**src/rtl/sbox_lut_loader.sv**
```systemverilog
// sbox_lut_loader: register-bus initiator that programs the 32-entry, 5-bit
// ASCON S-box LUT, one 32-bit write per 4-entry row (8 rows).
// Optional read-back pass is compiled in when SBOX_LOADER_VERIFY_EN is defined.
package sbox_lut_loader_pkg;
   typedef struct packed {
      logic        valid;
      logic [31:0] addr;
      logic        write;
      logic [31:0] wdata;
      logic [3:0]  wstrb;
   } reg_req_t;

   typedef struct packed {
      logic        ready;
      logic [31:0] rdata;
      logic        error;
   } reg_rsp_t;
endpackage

module sbox_lut_loader
   import sbox_lut_loader_pkg::*;
#(
   parameter logic [31:0]      BASE_ADDR  = 32'h0000_0000,
   parameter int unsigned      ROW_STRIDE = 4,
   parameter logic [31:0][4:0] SBOX_TABLE = {
      5'h17, 5'h0f, 5'h0a, 5'h16, 5'h19, 5'h01, 5'h0c, 5'h10,
      5'h18, 5'h11, 5'h0d, 5'h00, 5'h0e, 5'h07, 5'h13, 5'h1e,
      5'h1c, 5'h06, 5'h03, 5'h1d, 5'h12, 5'h08, 5'h05, 5'h1b,
      5'h02, 5'h09, 5'h15, 5'h1a, 5'h14, 5'h1f, 5'h0b, 5'h04}
) (
   input  logic     clk_i,
   input  logic     rst_n_i,
   input  logic     start_i,
   output logic     busy_o,
   output logic     done_o,
   output logic     error_o,
   output reg_req_t sbox_reg_req_o,
   input  reg_rsp_t sbox_reg_rsp_i
);

   localparam logic [31:0] STRIDE     = 32'(ROW_STRIDE);
   localparam logic [31:0] ENTRY_MASK = 32'h1f1f_1f1f;

   // S_VERIFY gets its own code so the default build keeps a 3-state FSM
   typedef enum logic [1:0] {
      S_IDLE  = 2'd0,
      S_WRITE = 2'd1,
      S_DONE  = 2'd2
`ifdef SBOX_LOADER_VERIFY_EN
      , S_VERIFY = 2'd3
`endif
   } state_t;

   state_t      state_q, state_d;
   logic [2:0]  row_q, row_d, row_nx;
   logic        err_q, err_d;
   reg_req_t    req_q, req_d;
   logic [31:0] row_word [8];

   // Each row packs four 5-bit entries into the low bits of consecutive bytes
   for (genvar r = 0; r < 8; r++) begin : g_row
      assign row_word[r] = {3'b000, SBOX_TABLE[4*r+3], 3'b000, SBOX_TABLE[4*r+2],
                            3'b000, SBOX_TABLE[4*r+1], 3'b000, SBOX_TABLE[4*r]};
   end

   function automatic reg_req_t mk_req(input logic wr, input logic [2:0] r,
                                       input logic [31:0] word);
      reg_req_t q;
      q.valid = 1'b1;
      q.addr  = BASE_ADDR + 32'(r) * STRIDE;
      q.write = wr;
      q.wdata = wr ? word : 32'h0;
      q.wstrb = wr ? 4'hF : 4'h0;
      return q;
   endfunction

   // Next state, row counter and the next registered request
   always_comb begin
      state_d = state_q;
      row_d   = row_q;
      err_d   = err_q;
      req_d   = req_q;
      row_nx  = row_q + 3'd1;
      case (state_q)
         S_IDLE: begin
            if (start_i) begin
               row_d   = 3'd0;
               err_d   = 1'b0;
               req_d   = mk_req(1'b1, 3'd0, row_word[0]);
               state_d = S_WRITE;
            end
         end
         S_WRITE: begin
            if (sbox_reg_rsp_i.ready) begin
               if (sbox_reg_rsp_i.error) begin
                  err_d   = 1'b1;
                  req_d   = '0;
                  state_d = S_DONE;
               end else if (row_q == 3'd7) begin
                  // ending on the explicit row-7 compare means the 3-bit
                  // counter wrap never triggers a second pass
`ifdef SBOX_LOADER_VERIFY_EN
                  row_d   = 3'd0;
                  req_d   = mk_req(1'b0, 3'd0, 32'h0);
                  state_d = S_VERIFY;
`else
                  req_d   = '0;
                  state_d = S_DONE;
`endif
               end else begin
                  row_d = row_nx;
                  req_d = mk_req(1'b1, row_nx, row_word[row_nx]);
               end
            end
         end
`ifdef SBOX_LOADER_VERIFY_EN
         S_VERIFY: begin
            if (sbox_reg_rsp_i.ready) begin
               if (sbox_reg_rsp_i.error ||
                   ((sbox_reg_rsp_i.rdata & ENTRY_MASK) != row_word[row_q])) begin
                  err_d   = 1'b1;
                  req_d   = '0;
                  state_d = S_DONE;
               end else if (row_q == 3'd7) begin
                  req_d   = '0;
                  state_d = S_DONE;
               end else begin
                  row_d = row_nx;
                  req_d = mk_req(1'b0, row_nx, 32'h0);
               end
            end
         end
`endif
         S_DONE:  state_d = S_IDLE;
         default: state_d = S_IDLE;
      endcase
   end

`ifndef SBOX_LOADER_VERIFY_EN
   // read data only matters for the read-back pass
   logic unused_rdata;
   assign unused_rdata = ^sbox_reg_rsp_i.rdata;
`endif

   // State, counter, sticky error and request registers
   always_ff @(posedge clk_i or negedge rst_n_i) begin
      if (!rst_n_i) begin
         state_q <= S_IDLE;
         row_q   <= 3'd0;
         err_q   <= 1'b0;
         req_q   <= '0;
      end else begin
         state_q <= state_d;
         row_q   <= row_d;
         err_q   <= err_d;
         req_q   <= req_d;
      end
   end

`ifdef SBOX_LOADER_VERIFY_EN
   assign busy_o = (state_q == S_WRITE) || (state_q == S_VERIFY);
`else
   assign busy_o = (state_q == S_WRITE);
`endif
   assign done_o         = (state_q == S_DONE);
   assign error_o        = err_q;
   assign sbox_reg_req_o = req_q;

endmodule
```
**config.mk**
```make
export PLATFORM = sky130hd
export DESIGN_NAME = sbox_lut_loader
export DESIGN_NICKNAME = d
export VERILOG_FILES = /design/src/rtl/sbox_lut_loader.sv
export SDC_FILE = /design/constraint.sdc
export NUM_CORES = 1
export LEC_CHECK = 0
export CORE_MARGIN = 2
export CORE_UTILIZATION = 33
export CTS_CLUSTER_DIAMETER = 80
export DETAILED_ROUTE_END_ITERATION = 8
export GPL_ROUTABILITY_DRIVEN = 0
export PLACE_DENSITY = 0.84
export SYNTH_ARGS = -nofsm -noshare
export SYNTH_HDL_FRONTEND = slang
export SYNTH_SLANG_ARGS = --single-unit
```
**constraint.sdc**
```tcl
create_clock -name clk_i -period 1.8 [get_ports clk_i]
set_input_delay 0.36 -clock clk_i [delete_from_list [all_inputs] [get_ports clk_i]]
set_output_delay 0.36 -clock clk_i [all_outputs]
set_load 0.01 [all_outputs]
```
## Word-level counts from Yosys, hierarchy flattened

Memories as Yosys holds them, arrays and structs flattened.
Cells that the tools add are included.
W data, S select, Z words.

- $add $sub $neg: 1
- $lt $le $gt $ge: 1
- Eq/ne operators: 9
- Muxes and demuxes: 21
- Bitwise gates (word level): 1
- Reductions and logical operators: 6

Operators by type and width:

| cell | count |
|---|---|
| $mux W70 | 4 |
| $pmux W70 S2 | 1 |
| $mux W32 | 2 |
| $mux W3 | 4 |
| $mux W2 | 4 |
| $ne A2 B2 Y1 const B | 3 |
| $pmux W3 S2 | 1 |
| $reduce_and A3 Y1 | 2 |
| $reduce_and A5 Y1 | 1 |
| $ge A4 B4 Y1 const B | 1 |
| $ne A2 B1 Y1 const B | 2 |
| $not A3 Y4 | 1 |
| $pmux W2 S2 | 1 |
| $reduce_and A4 Y1 | 1 |
| $add A3 B1 Y3 const B | 1 |
| $eq A3 B3 Y1 const B | 1 |
| $mux W1 | 3 |
| $ne A3 B1 Y1 const B | 1 |
| $eq A2 B1 Y1 const B | 1 |
| $eq A2 B2 Y1 const B | 1 |
| $logic_not A2 Y1 | 1 |
| $pmux W1 S2 | 1 |
| $reduce_bool A2 Y1 | 1 |

- Register bits: 76
- Memory bits (read-only): 256
- Input port bits: 37
- Output and inout port bits: 73
- Word-level logic and storage cells: 48
- Memories kept: 1

Memory list:

| memory | words | bits a word | read ports | clocked after memory_dff | wr ports | line | text |
|---|---|---|---|---|---|---|---|
| (no name shown) | 8 | 32 | 1 | 0 | 0 | 112 | `req_d = mk_req(1'b1, row_nx, row_word[row_nx]);` |

## Logic depth before layout (Yosys ltp)

- Depth in word-level cells: 9
- Depth in mapped cells: 6
- Mapped depth without buffers: 5

## Worst setup path before layout

OpenSTA, ideal clock, no wires.

- Path type: flip-flop to flip-flop
- Start point: reg row_q[0]
- End point: reg req_q (netlist bit sbox_reg_req_o[31])
- Data arrival time: 1.816 ns
- Data required time: 1.735 ns
- Slack: -0.082 ns
- Cell stages (with the launch flop): 7
- Clock period less this slack: 1.882 ns
- Cells stage by stage: dfrtp_1 > ha_1 > ha_1 > or4b_1 > buf_2 > a211oi_2 > mux2_1

- Word-level cells in the longest chain between the ends: 9
- Elaborated cells between the ends (all ways): 10
- Classes of those cells: add/sub (1); eq/ne (1); mux (6); bitwise (1); memory (1)

Ends and longest elaborated chain:

| element | line | text |
|---|---|---|
| start, declared | 55 | `logic [2:0] row_q, row_d, row_nx;` |
| start signal, assigned | 154 | `row_q <= row_d;` |
| $add A3 B1 Y3 | 83 | `row_nx = row_q + 3'd1;` |
| $not A3 Y4 (not written as such) | 112 |  |
| $mem_v2 Z8 W32 | -- |  |
| $mux W32 (not written as such) (2 in series) | 112 |  |
| $mux W70 (*) | 99 | `end else if (row_q == 3'd7) begin` |
| $mux W70 (*) | 95 | `if (sbox_reg_rsp_i.error) begin` |
| $mux W70 (*) | 94 | `if (sbox_reg_rsp_i.ready) begin` |
| $pmux W70 S2 (*) | 84 | `case (state_q)` |
| end signal, assigned | 156 | `req_q <= req_d;` |
| end, declared | 57 | `reg_req_t req_q, req_d;` |

Every way passes the cells marked *; elsewhere a longest branch is shown, timed or not. The select of a mux whose other input is x is not followed.
A chain may end at the register's enable or synchronous reset.

## Final worst setup path

- Start point: reg state_q[0]
- End point: out done_o

- Word-level cells in the longest chain between the ends: 1

Ends and longest elaborated chain:

| element | line | text |
|---|---|---|
| start, declared | 54 | `state_t state_q, state_d;` |
| start signal, assigned | 153 | `state_q <= state_d;` |
| $eq A2 B2 Y1 | 165 | `assign done_o = (state_q == S_DONE);` |
| end, declared | 35 | `output logic done_o,` |

No other way between the ends.

==> impl_metrics.ini <==
[synthesis]
synthAdderAreaFrac = 0.0598
synth-simple-area-share = 0.103
ys_seq_area_frac = 0.374
ys_warn_count = 0
yosys-top-cells-area = dfrtp_1, buf_4, mux2_2
synth_area_per_cell_um2 = 10.1
synth_top_family_by_area = buffers and inverters
synth_xor_area_frac = 0.00524
yosys.area.top_type = dfrtp_1
ys_ff_latch = 25
synthMuxAreaShare = 0.0860
synth_compound_area_frac = 0.114
netlist.area_leader.share = 0.374
yosysUniqueCellTypes = 36
netlist_instances = 165
synthesis.area_um2 = 1670

[setup_path]
cp_data_arrival_time_ns = 1.36
startpoint_type = flip-flop
path_max_fanout = 9
worstReg2RegStart = row_q[1]
rrSetupSlack_ns = 0.08
end_kind = output pin
critPathKind = flip-flop to output pin
worstSetupStartpoint = state_q[0]
critPathRequiredTime_ns = 1.44

[power_and_ir_drop]
power.leakage_nw = 0.973
power_mw = 3.16
irDropWorstVdd_v = 0.000547
power.density_nw_per_um2 = 1530

[placement]
port_buffers = 36
dp_hpwl_mm = 2.39
place_ws_ns = -0.134

[global_routing]
top_usage_layer = met2
grtUsageTotal = 0.107
grt_use_met1 = 0.141
grt_pass1_vias = 1031
antenna_found_initial = 0
met2_usage = 0.176
grt_max_degree = 26
grt_pass1_wl_mm = 4.72
overflow = 0
use_met3 = 0.0254

[clocking]
clkTransAtPathRegs_ns = 0.08
cts_sinks = 25
holdBufCountCts = 0
root_buffer = clkbuf_8
cts_tree = built
cts_buffers = 3
cts_buffer_depth = 2
htreeDepth = 1
clkLatencyLatePin_ns = 0.27

[outcome]
status = completed

[min_path]
worstHoldPathType = input pin to async pin

[layout]
syn_to_final_growth_pct = 23.1
final_layout_size_suffix_gt1_frac = 0.194
n_antenna_cell = 0
nets = 252
final_util = 0.428

[timing]
drv_slew = 0
max_freq_mhz = 580
finalSetupViolations = 0
period_needed_ns = 1.72
period_share = 0.958
clock_skew_ns = 0.00620
rsz0062_at_grt = no
setup_ws_ns = 0.0759
hold_ws_ns = 0.472
finalHoldViolations = 0

[run]
drv_cap = 0

[floorplanning]
fp.coreArea_um2 = 4820
die_y_um = 75.2
start_util = 0.347
die_w_um = 75.2
die-area_um2 = 5660
ios = 110
rows = 25

[drt]
wl_per_cell_um = 10.9
routed-via-count = 1138
dr.pass1.iters = 4
wl_mm = 2.97
viasPerCell = 4.17
final_antenna_net_count = 0
drt_iter0_drc = 24
drc_errors = 0
[cell type report]
type                            count  area (um2)
Fill cell                         482        2760
Multi-Input combinational cell    120         787
Sequential cell                    25         628
Timing Repair Buffer               52         495
Tap cell                           67        83.8
Clock buffer                        3        41.3
Inverter                            5        18.8
Clock inverter                      1        5.00
[path summary, 6_finish.rpt]
kind | endpoint | cells after the start
worst max-delay path | done_o | 2
worst min-delay path | sbox_reg_req_o[4] | 2
worst max register to register | row_q[2] | 6
worst min register to register | sbox_reg_req_o[31] | 1
max in group asynchronous | state_q[1] | 2
min in group clk_i | sbox_reg_req_o[31] | 1
[layer usage]
layer  wire length, um  vias up  part of all wire
met5                 0        -                 0
met4                27        0            0.0091
met3               186        4             0.063
met2              1520       41              0.51
met1              1240      548              0.42
li1                  -      545                 -
[state kept, by name (all words and copies together), names as in the netlist]
| name | cells |
|---|---|
| error_o | 1 |
| row_q | 3 |
| sbox_reg_req_o | 19 |
| state_q | 2 |
[cells by family after synthesis]
family | count (synthesis)
other | 1
adders and majority gates | 8
buffers and inverters | 60
DFF | 25
and+or+nand+nor | 32
xor gates and xnor gates | 1
AOI/OAI and AO/OA | 25
muxes | 13
[power by group]
group          internal (mW)  switching (mW)  leakage (nW)
sequential             0.773           0.154         0.312
clock                  0.155           0.167        0.0255
combinational           1.07           0.841         0.635
total                   2.00            1.16         0.973
[through the flow]
step	cell area [um2]	TNS (ns)	std cells
finish	2060	0	273
global route	2060	0	273
detailed placement	1990	-0.527	268
global placement	1990	-0.456	268
CTS	2050	0	273
floorplan	1840	0	205
[cells in the mapped netlist]
library cell,n
a32o_1,2
or2_2,2
and2_1,1
a211oi_1,1
xor2_1,1
o21bai_1,1
mux2_1,1
inv_1,5
nor3b_1,1
a21oi_1,4
nand4bb_1,1
nand2b_1,6
nor2b_1,2
nor3_1,2
mux2_2,10
o211ai_1,1
clkbuf_1,1
or4b_1,1
dfrtp_1,25
buf_2,2
ha_1,8
a21o_1,1
buf_4,51
mux2i_1,2
nor2_1,9
a21oi_2,2
a22o_1,3
a31oi_1,1
a2bb2oi_1,5
nand3_1,1
a211oi_2,1
conb_1,1
o21ai_0,3
nand2_1,5
nand3b_1,1
buf_6,1
[critical path, cell delays in order, from the launching register on]
cell and delay [ns]:
dfrtp_2 0.46, nor2_1 0.10, clkdlybuf4s50_1 0.53
[what timing repair did]
action                     in CTS  in global routing
gates cloned                    0                  0
setup endpoints to repair       4                  4
gates resized for setup         4                  2
hold endpoints to repair        0                  0
pin swaps                       0                  1
setup buffers                   1                  0
[cells in the final DEF (no fill, tap or decap), drive strengths merged, types with 5 or more instances in the layout]
cell type	n
conb	41
clkdlybuf4s50	35
dfrtp	25
buf	16
mux2	11
nor2	9
ha	8
nand2b	6
a21oi	6
inv	5
nand2	5
a2bb2oi	5
Power figures use the tool's default switching activity.
